### config.mk
export PLATFORM = sky130hd
export DESIGN_NAME = multiplexor_display_flat
export DESIGN_NICKNAME = d
export VERILOG_FILES = /design/src/rtl/multiplexor_display_if.sv /design/src/rtl/multiplexor_display.sv /design/src/flat_wrapper.sv
export SDC_FILE = /design/constraint.sdc
export NUM_CORES = 1
export LEC_CHECK = 0
export ABC_AREA = 1
export BUFFER_PORTS_ARGS = -buffer_cell sky130_fd_sc_hd__buf_2
export CAP_MARGIN = 20
export CORE_MARGIN = 3
export CORE_UTILIZATION = 49
export DETAILED_ROUTE_END_ITERATION = 10
export HOLD_SLACK_MARGIN = 0.05
export PLACE_DENSITY = 0.85
export SYNTH_ARGS = -nofsm -noshare
export SYNTH_HDL_FRONTEND = slang
export SYNTH_SLANG_ARGS = --single-unit
### constraint.sdc
create_clock -name clk -period 1.9 [get_ports clk]
set_input_delay 0.38 -clock clk [delete_from_list [all_inputs] [get_ports clk]]
set_output_delay 0.38 -clock clk [all_outputs]
set_load 0.005 [all_outputs]
### src/rtl/multiplexor_display_if.sv
// multiplexor_display_if: decoder-side inputs and display-pin outputs of the scan driver.
interface multiplexor_display_if;
    logic       en;
    logic [7:0] catodo1;
    logic [7:0] catodo2;
    logic [7:0] catodo3;
    logic [7:0] catodo4;
    logic [3:0] anodo;
    logic [7:0] catodo;
    logic [1:0] digito;
    logic       frame_tick;
    modport master (output en, catodo1, catodo2, catodo3, catodo4, input anodo, catodo, digito, frame_tick);
    modport slave (input en, catodo1, catodo2, catodo3, catodo4, output anodo, catodo, digito, frame_tick);
endinterface

### src/rtl/multiplexor_display.sv
// multiplexor_display: scans four active-low segment patterns onto a shared cathode bus,
// one anode at a time, blanking the first BLANK_CYC cycles of every slot.
module multiplexor_display #(
    parameter int DIV       = 50000,
    parameter int BLANK_CYC = 500,
    parameter int CW        = 16
) (
    input logic                  clk,
    input logic                  reset,
    multiplexor_display_if.slave io
);
    logic [CW-1:0] cnt_q, cnt_d;
    logic [1:0]    idx_q, idx_d, digito_q, digito_d;
    logic [7:0]    seg_q, seg_d, catodo_q, catodo_d, sel;
    logic [3:0]    anodo_q, anodo_d;
    logic          tick_q, tick_d, wrap, blank;

    // Outputs are computed from the current count so they land one cycle after it.
    always_comb begin
        sel      = idx_q == 2'd0 ? io.catodo1 : idx_q == 2'd1 ? io.catodo2 :
                   idx_q == 2'd2 ? io.catodo3 : io.catodo4;
        wrap     = cnt_q == CW'(DIV - 1);
        blank    = (BLANK_CYC != 0) && (cnt_q < CW'(BLANK_CYC));
        cnt_d    = io.en ? (wrap ? '0 : cnt_q + 1'b1) : '0;
        idx_d    = io.en ? idx_q + 2'(wrap) : 2'd0;
        seg_d    = (io.en && cnt_q == CW'(BLANK_CYC)) ? sel : seg_q;
        anodo_d  = (io.en && !blank) ? ~(4'b0001 << idx_q) : 4'hF;
        catodo_d = (io.en && !blank) ? seg_d : 8'hFF;
        digito_d = io.en ? idx_q : 2'd0;
        tick_d   = io.en && wrap && idx_q == 2'd3;
    end

    always_ff @(posedge clk or posedge reset) begin
        if (reset) begin
            cnt_q    <= '0;
            idx_q    <= 2'd0;
            seg_q    <= 8'hFF;
            anodo_q  <= 4'hF;
            catodo_q <= 8'hFF;
            digito_q <= 2'd0;
            tick_q   <= 1'b0;
        end else begin
            cnt_q    <= cnt_d;
            idx_q    <= idx_d;
            seg_q    <= seg_d;
            anodo_q  <= anodo_d;
            catodo_q <= catodo_d;
            digito_q <= digito_d;
            tick_q   <= tick_d;
        end
    end

    assign io.anodo      = anodo_q;
    assign io.catodo     = catodo_q;
    assign io.digito     = digito_q;
    assign io.frame_tick = tick_q;
endmodule

### src/flat_wrapper.sv
// flat-port wrapper written by rule: the top's interface ports become plain ports
module multiplexor_display_flat 
#(
    parameter int DIV       = 50000,
    parameter int BLANK_CYC = 500,
    parameter int CW        = 16
)
  (clk, reset, io_en, io_catodo1, io_catodo2, io_catodo3, io_catodo4, io_anodo, io_catodo, io_digito, io_frame_tick);
  multiplexor_display_if io_i ();
  input logic clk;
  input logic reset;
  input wire logic [$bits(io_i.en)-1:0] io_en;
  input wire logic [$bits(io_i.catodo1)-1:0] io_catodo1;
  input wire logic [$bits(io_i.catodo2)-1:0] io_catodo2;
  input wire logic [$bits(io_i.catodo3)-1:0] io_catodo3;
  input wire logic [$bits(io_i.catodo4)-1:0] io_catodo4;
  output wire logic [$bits(io_i.anodo)-1:0] io_anodo;
  output wire logic [$bits(io_i.catodo)-1:0] io_catodo;
  output wire logic [$bits(io_i.digito)-1:0] io_digito;
  output wire logic [$bits(io_i.frame_tick)-1:0] io_frame_tick;
  assign io_i.en = io_en;
  assign io_i.catodo1 = io_catodo1;
  assign io_i.catodo2 = io_catodo2;
  assign io_i.catodo3 = io_catodo3;
  assign io_i.catodo4 = io_catodo4;
  assign io_anodo = io_i.anodo;
  assign io_catodo = io_i.catodo;
  assign io_digito = io_i.digito;
  assign io_frame_tick = io_i.frame_tick;
  multiplexor_display #(.DIV(DIV), .BLANK_CYC(BLANK_CYC), .CW(CW)) u_core (.clk(clk), .reset(reset), .io(io_i));
endmodule
* Word level (Yosys, flattened, before mapping)
Cells that the tools add are included.
** Word-level totals
- Register bits :: 41
- Word-level logic and storage cells :: 33
- Output and inout port bits :: 15
** Operators by class
- $add $sub $neg :: 2
- Reductions and logical operators :: 6
- Mux-type cells :: 10
- Bitwise operators :: 1
- Shift operators :: 1
- Order comparisons :: 1
- Equality and inequality tests :: 5
** Operators with widths (number)
- two-way mux 8 bit :: 5
- two-way mux 16 bit :: 2
- adder 16 x 1 -> 16 bit (second input constant) :: 1
- == test 16 bit (second input constant) :: 1
- == test 16 x 9 -> 1 bit (second input constant) :: 1
- < comparator 16 x 9 -> 1 bit (second input constant) :: 1
- == test 2 bit (second input constant) :: 2
- logical AND 1 bit :: 4
- two-way mux 2 bit :: 2
- two-way mux 4 bit :: 1
- inverter 4 bit :: 1
- left shift 1 x 2 -> 4 bit (first input constant) :: 1
- adder 2 x 1 -> 2 bit :: 1
- == test 2 x 1 -> 1 bit (second input constant) :: 1
- zero test 2 bit :: 1
- zero test 1 bit :: 1

* Logic depth before layout (Yosys ltp)
- Depth after elaboration :: 6
- Depth in mapped cells :: 9
- Depth with buffers taken out :: 9

* Worst setup path after synthesis
No wires, ideal clock.
- Kind :: register to register
- From :: register u_core.cnt_q[0]
- To :: register u_core.idx_q[1]
- Period minus slack after synthesis :: 1409 ps
- Cell stages (with the launch flop) :: 9
- Buffers on the path :: 0
- Arrival :: 1287 ps
- Required time :: 1778 ps
- Setup slack :: 491 ps
- Setup time :: 122 ps
- Path through :: dfrtp_1 ha_1 nand3_1 nor2_1 nand2_1 inv_2 ha_1 xnor2_1 nor2_1
** Between the ends
- Longest elaborated chain between the ends :: 3
** RTL lines
- from (decl) :: RTL line multiplexor_display.sv:12 : logic [CW-1:0] cnt_q, cnt_d;
- from (signal assigned) :: RTL line multiplexor_display.sv:43 : cnt_q <= cnt_d;
- == test 16 bit :: RTL line multiplexor_display.sv:22 : wrap = cnt_q == CW'(DIV - 1);
- adder 2 x 1 -> 2 bit :: RTL line multiplexor_display.sv:25 : idx_d = io.en ? idx_q + 2'(wrap) : 2'd0;
- two-way mux 2 bit :: RTL line multiplexor_display.sv:25
- via u_core.idx_d[1] :: RTL line multiplexor_display.sv:13 : logic [1:0] idx_q, idx_d, digito_q, digito_d;
- to (signal assigned) :: RTL line multiplexor_display.sv:44 : idx_q <= idx_d;
- to (decl) :: RTL line multiplexor_display.sv:13
The timed path passes the listed nets, and every way through them passes these cells.

* Worst setup path after layout
- From :: register u_core.idx_q[0]
- To :: register u_core.catodo_q[3] (netlist: u_core.io.catodo[3])
** Between the ends
- Longest elaborated chain between the ends :: 6
- Elaborated cells between the ends (all ways) :: 8
- Those cells by class :: eq/ne (2); mux (5); reduce/logical (1)
** RTL lines
- == test 2 bit :: RTL line multiplexor_display.sv:21 : idx_q == 2'd2 ? io.catodo3 : io.catodo4;
- two-way mux 8 bit :: RTL line multiplexor_display.sv:21
- two-way mux 8 bit :: RTL line multiplexor_display.sv:20 : sel = idx_q == 2'd0 ? io.catodo1 : idx_q == 2'd1 ? io.catodo2 :
- two-way mux 8 bit * :: RTL line multiplexor_display.sv:20
- two-way mux 8 bit * :: RTL line multiplexor_display.sv:26 : seg_d = (io.en && cnt_q == CW'(BLANK_CYC)) ? sel : seg_q;
- two-way mux 8 bit * :: RTL line multiplexor_display.sv:28 : catodo_d = (io.en && !blank) ? seg_d : 8'hFF;
- via u_core.catodo_d[3] :: RTL line multiplexor_display.sv:14 : logic [7:0] seg_q, seg_d, catodo_q, catodo_d, sel;
- to (signal assigned) :: RTL line multiplexor_display.sv:47 : catodo_q <= catodo_d;
- to (decl) :: RTL line multiplexor_display.sv:14
The timed path passes the listed nets; every way through them passes the cells marked *.

==> metrics.log <==
INFO  metric net-switching-power = 0.3451 mW
INFO  metric worst_slew_margin_rel = 66.91%
INFO  metric fin_setup_tns = 0 ps
INFO  metric launch_point_of_the_worst_path = u_core.idx_q[0]
INFO  metric floorplan.initialDensity = 52.42%
INFO  metric gp_congestion = ~0.9
INFO  metric final.setup.worst_slack = 323.0 ps
INFO  metric cts.hold.buffers_added = 0
INFO  metric worst-path-max-fanout = 11
INFO  metric combPwrFrac = 6.3%
INFO  metric route.vias.total = 1967
INFO  metric run_status = finished clean
INFO  metric final-setup-viol-count = 0
INFO  metric critPathMaxStageDelay = 470 ps
INFO  metric critPathArrivalTime = 1780 ps
INFO  metric max-clock-path-buffers = 2
INFO  metric num_antenna_cells = 0
INFO  metric critical_path.most_common_cell = sky130_fd_sc_hd__nand2_1
INFO  metric routed_wl = slightly below 5 mm
INFO  metric synthArstFlopShare = 100.0%
INFO  metric crit_buf_inv = 1
INFO  metric area_growth_syn_to_layout = 17.75%
INFO  metric regToRegStartpoint = u_core.idx_q[0]
INFO  metric synth_enable_flop_cells = 0
INFO  metric place_ws = around 380 ps
INFO  metric average_wire_per_cell_in_the_routed_design = 13.05 um
INFO  metric post-cts-setup-buffers = 0
INFO  metric worstSkewPairLatency = approximately 300 ps
INFO  metric max_freq = 634.1 MHz
INFO  metric critical_path_cell_list = inv_1 > nand2_1 > nand2_1 > nand3_1 > nand3_1 > nand2_1 > nand2_1 > nand3_1
INFO  metric antenna_violations_before_repair = 0
INFO  metric worst_setup_hold_path_clk_slew = approximately 70 ps
INFO  metric final-seq-area = 1051 um2
INFO  metric power.share.clock = a little under two fifths
INFO  metric flop2flop_setup_slack = around 320 ps
INFO  metric synthesis.nets = 309
INFO  metric timing.final.hold_violations = 0
INFO  metric period_share = 83.00%
INFO  metric grt_remaining_overflow = 0
INFO  metric cts_buffers = 5
INFO  metric synth.yosys.warnings = 0
INFO  metric floorplan.rows = 23
INFO  metric maximum_vdd_drop = 0.3277 mV
INFO  metric capture_point_of_the_worst_reg_to_reg_path = u_core.io.catodo[3]
INFO  metric min-delay-path-class = in -> async
INFO  metric postSynthRegisterBits = 41
INFO  metric dieHeight = 72.35 um
INFO  metric timing.setup.critical_path_class = reg -> reg
INFO  metric slew_violations = 0
INFO  metric final_net_count = 363
INFO  metric worst_tran_pin_value = 496.4 ps
INFO  metric worst_ep_required_time = 2100 ps
INFO  metric track_usage = 19.95%
INFO  metric cp-end-kind = flip-flop
INFO  metric drc = 0
INFO  metric leakagePower = between 1 and 1.5 nW
INFO  metric clock_sink_count = 41
INFO  metric fill_cells = around 350
INFO  metric first_global_vias = 1806
INFO  metric fp.dieW = 72.35 um
INFO  metric grt_pass1_wl = ~8.1 mm
INFO  metric finalWorstPathRequiredPeriod = 1577 ps
INFO  metric rsz0062_at_grt = no
INFO  metric yosysSeqAreaShare = between 40% and 50%
INFO  metric synthesis.area = 2157 um2
INFO  metric cts_tree = done
INFO  metric clock_tree_root = sky130_fd_sc_hd__clkbuf_8
INFO  metric slowest_stage_cell_crit_path = sky130_fd_sc_hd__dfrtp_1
INFO  metric vias_per_cell = between 5 and 6
INFO  metric grt_max_degree = 42
INFO  metric finalClockSkew = 4.605 ps
INFO  metric cellInternalPower = about 1.2 mW
INFO  metric detailedRoute.firstIterationViolations = 166
INFO  metric multi_input_comb_area = 958.4 um2
INFO  metric power_density = between 600 and 700 nW/um2
INFO  metric htreeDepth = 2
INFO  metric maxCapViolCount = 0
INFO  metric cp-start-kind = flip-flop
INFO  metric netSwitchingFraction = approximately 22%
INFO  metric dpl.hpwl = 3.629 mm
INFO  metric number_of_detailed_route_iterations_in_the_first_pass = 4
INFO  metric fp.coreArea = 4115 um2
INFO  metric r2r.worst_path.cells = 8
INFO  metric die_area = 5235 um2
INFO  metric sequential_fraction_of_design_power = 56.7%
INFO  metric critPathTopFamily = simple AND/OR/NAND/NOR gates
INFO  metric port_buffers = 49
INFO  metric synthCells = 271
INFO  metric post_synth.cell_area_avg = between 7 and 8 um2
INFO  metric post_route_cells_drive_above_1_share = between 30% and 40%
INFO  metric fin_worst_hold_slack = around 190 ps
INFO  metric cts_resized = 0
INFO  metric count_of_nets_left_with_antenna_violations_after_detail_routing = 0
INFO  metric synth.lib_cells_used.distinct = 30
INFO  metric postSynth.topFlopCell = sky130_fd_sc_hd__dfrtp_1
INFO  metric ios = 50
[area by class of cell]
cell class                      count  share of cell area, %
Tap cell                           50                  2.463
Timing Repair Buffer               53                  10.84
Sequential cell                    41                  41.38
Multi-Input combinational cell    198                  37.73
Clock buffer                        8                  3.547
Inverter                           26                  4.039
[per-layer routing]
metal  share of wire (%)  track usage [%]
met1                  40            24.53
met2                  50            33.06
met3                 7.3            4.986
met4                 2.8            8.768
met5                   0                0
[worst min-delay path: stages]
cell                    delay [ps]
sky130_fd_sc_hd__buf_2          90
sky130_fd_sc_hd__inv_1          40
sky130_fd_sc_hd__buf_4         410
[cell usage after synthesis (all sizes together) (2+ instances only)]
library cell	n	area share (%)
a21oi	3	0.70
buf	6	2.1
clkinv	2	0.58
dfrtp	21	24
dfstp	20	24
ha	3	1.7
inv	24	4.2
nand2	86	15
nand3	44	11
nand4	4	1.2
nor2	35	7.1
nor3	3	0.70
o21ai	2	0.46
or2	8	2.3
xnor2	2	0.81
xor2	4	1.6
[flip-flops by register name, indices dropped and copies added (netlist names)]
name and count:
u_core.io.anodo 4, u_core.idx_q 2, u_core.io.catodo 8, u_core.cnt_q 16, u_core.seg_q 8, u_core.io.frame_tick 1
u_core.io.digito 2
[how the worst max path moves through the flow]
stage                                to  slack (ps)  depth (start not counted)
floorplan               u_core.idx_q[1]         490                          8
global placement    u_core.io.catodo[1]         430                          8
detailed placement  u_core.io.catodo[4]         380                          8
CTS                 u_core.io.catodo[3]         340                          8
global route        u_core.io.catodo[6]         170                          8
finish              u_core.io.catodo[3]         320                          8
[logic make-up (layout without fill, tap and decap cells)]
logic type | after synthesis | in the layout | synth area share [%]
AO/OA/AOI/OAI | 8 | 8 | 2.204
adder cells (fa/ha/maj) | 3 | 3 | 1.740
XOR/XNOR | 6 | 6 | 2.436
AND/OR/NAND/NOR | 181 | 181 | 38.05
flip-flops | 41 | 41 | 48.72
buffers and inverters | 32 | 87 | 6.844
[placed cells by master (no fill, tap or decap), types with 5 or more instances in the layout]
cell type,count
sky130_fd_sc_hd__dfrtp_1,21
sky130_fd_sc_hd__inv_2,5
sky130_fd_sc_hd__clkbuf_8,6
sky130_fd_sc_hd__nand3_1,42
sky130_fd_sc_hd__inv_1,19
sky130_fd_sc_hd__dfstp_2,20
sky130_fd_sc_hd__buf_2,49
sky130_fd_sc_hd__nand2_1,82
sky130_fd_sc_hd__nor2_1,30
sky130_fd_sc_hd__or2_2,6
[power groups by stage]
stage               Combinational (mW)  Sequential, mW  Clock (mW)
detailed placement              0.0990           0.902           0
global route                     0.112           0.887       0.619
CTS                             0.0998           0.887       0.591
global placement                0.0969           0.901           0
floorplan                       0.0490           0.900           0
finish                          0.0981           0.887       0.579
[stage by stage]
step                power, mW  instance area (um2)  cells  util, %
floorplan              0.9491                 2157    271        -
global placement       0.9981                 2450    368    59.53
detailed placement      1.001                 2450    368    59.53
CTS                     1.577                 2540    376    61.72
global route            1.619                 2540    376    61.72
finish                  1.564                 2540    376    61.72
Power figures use the tool's default switching activity.
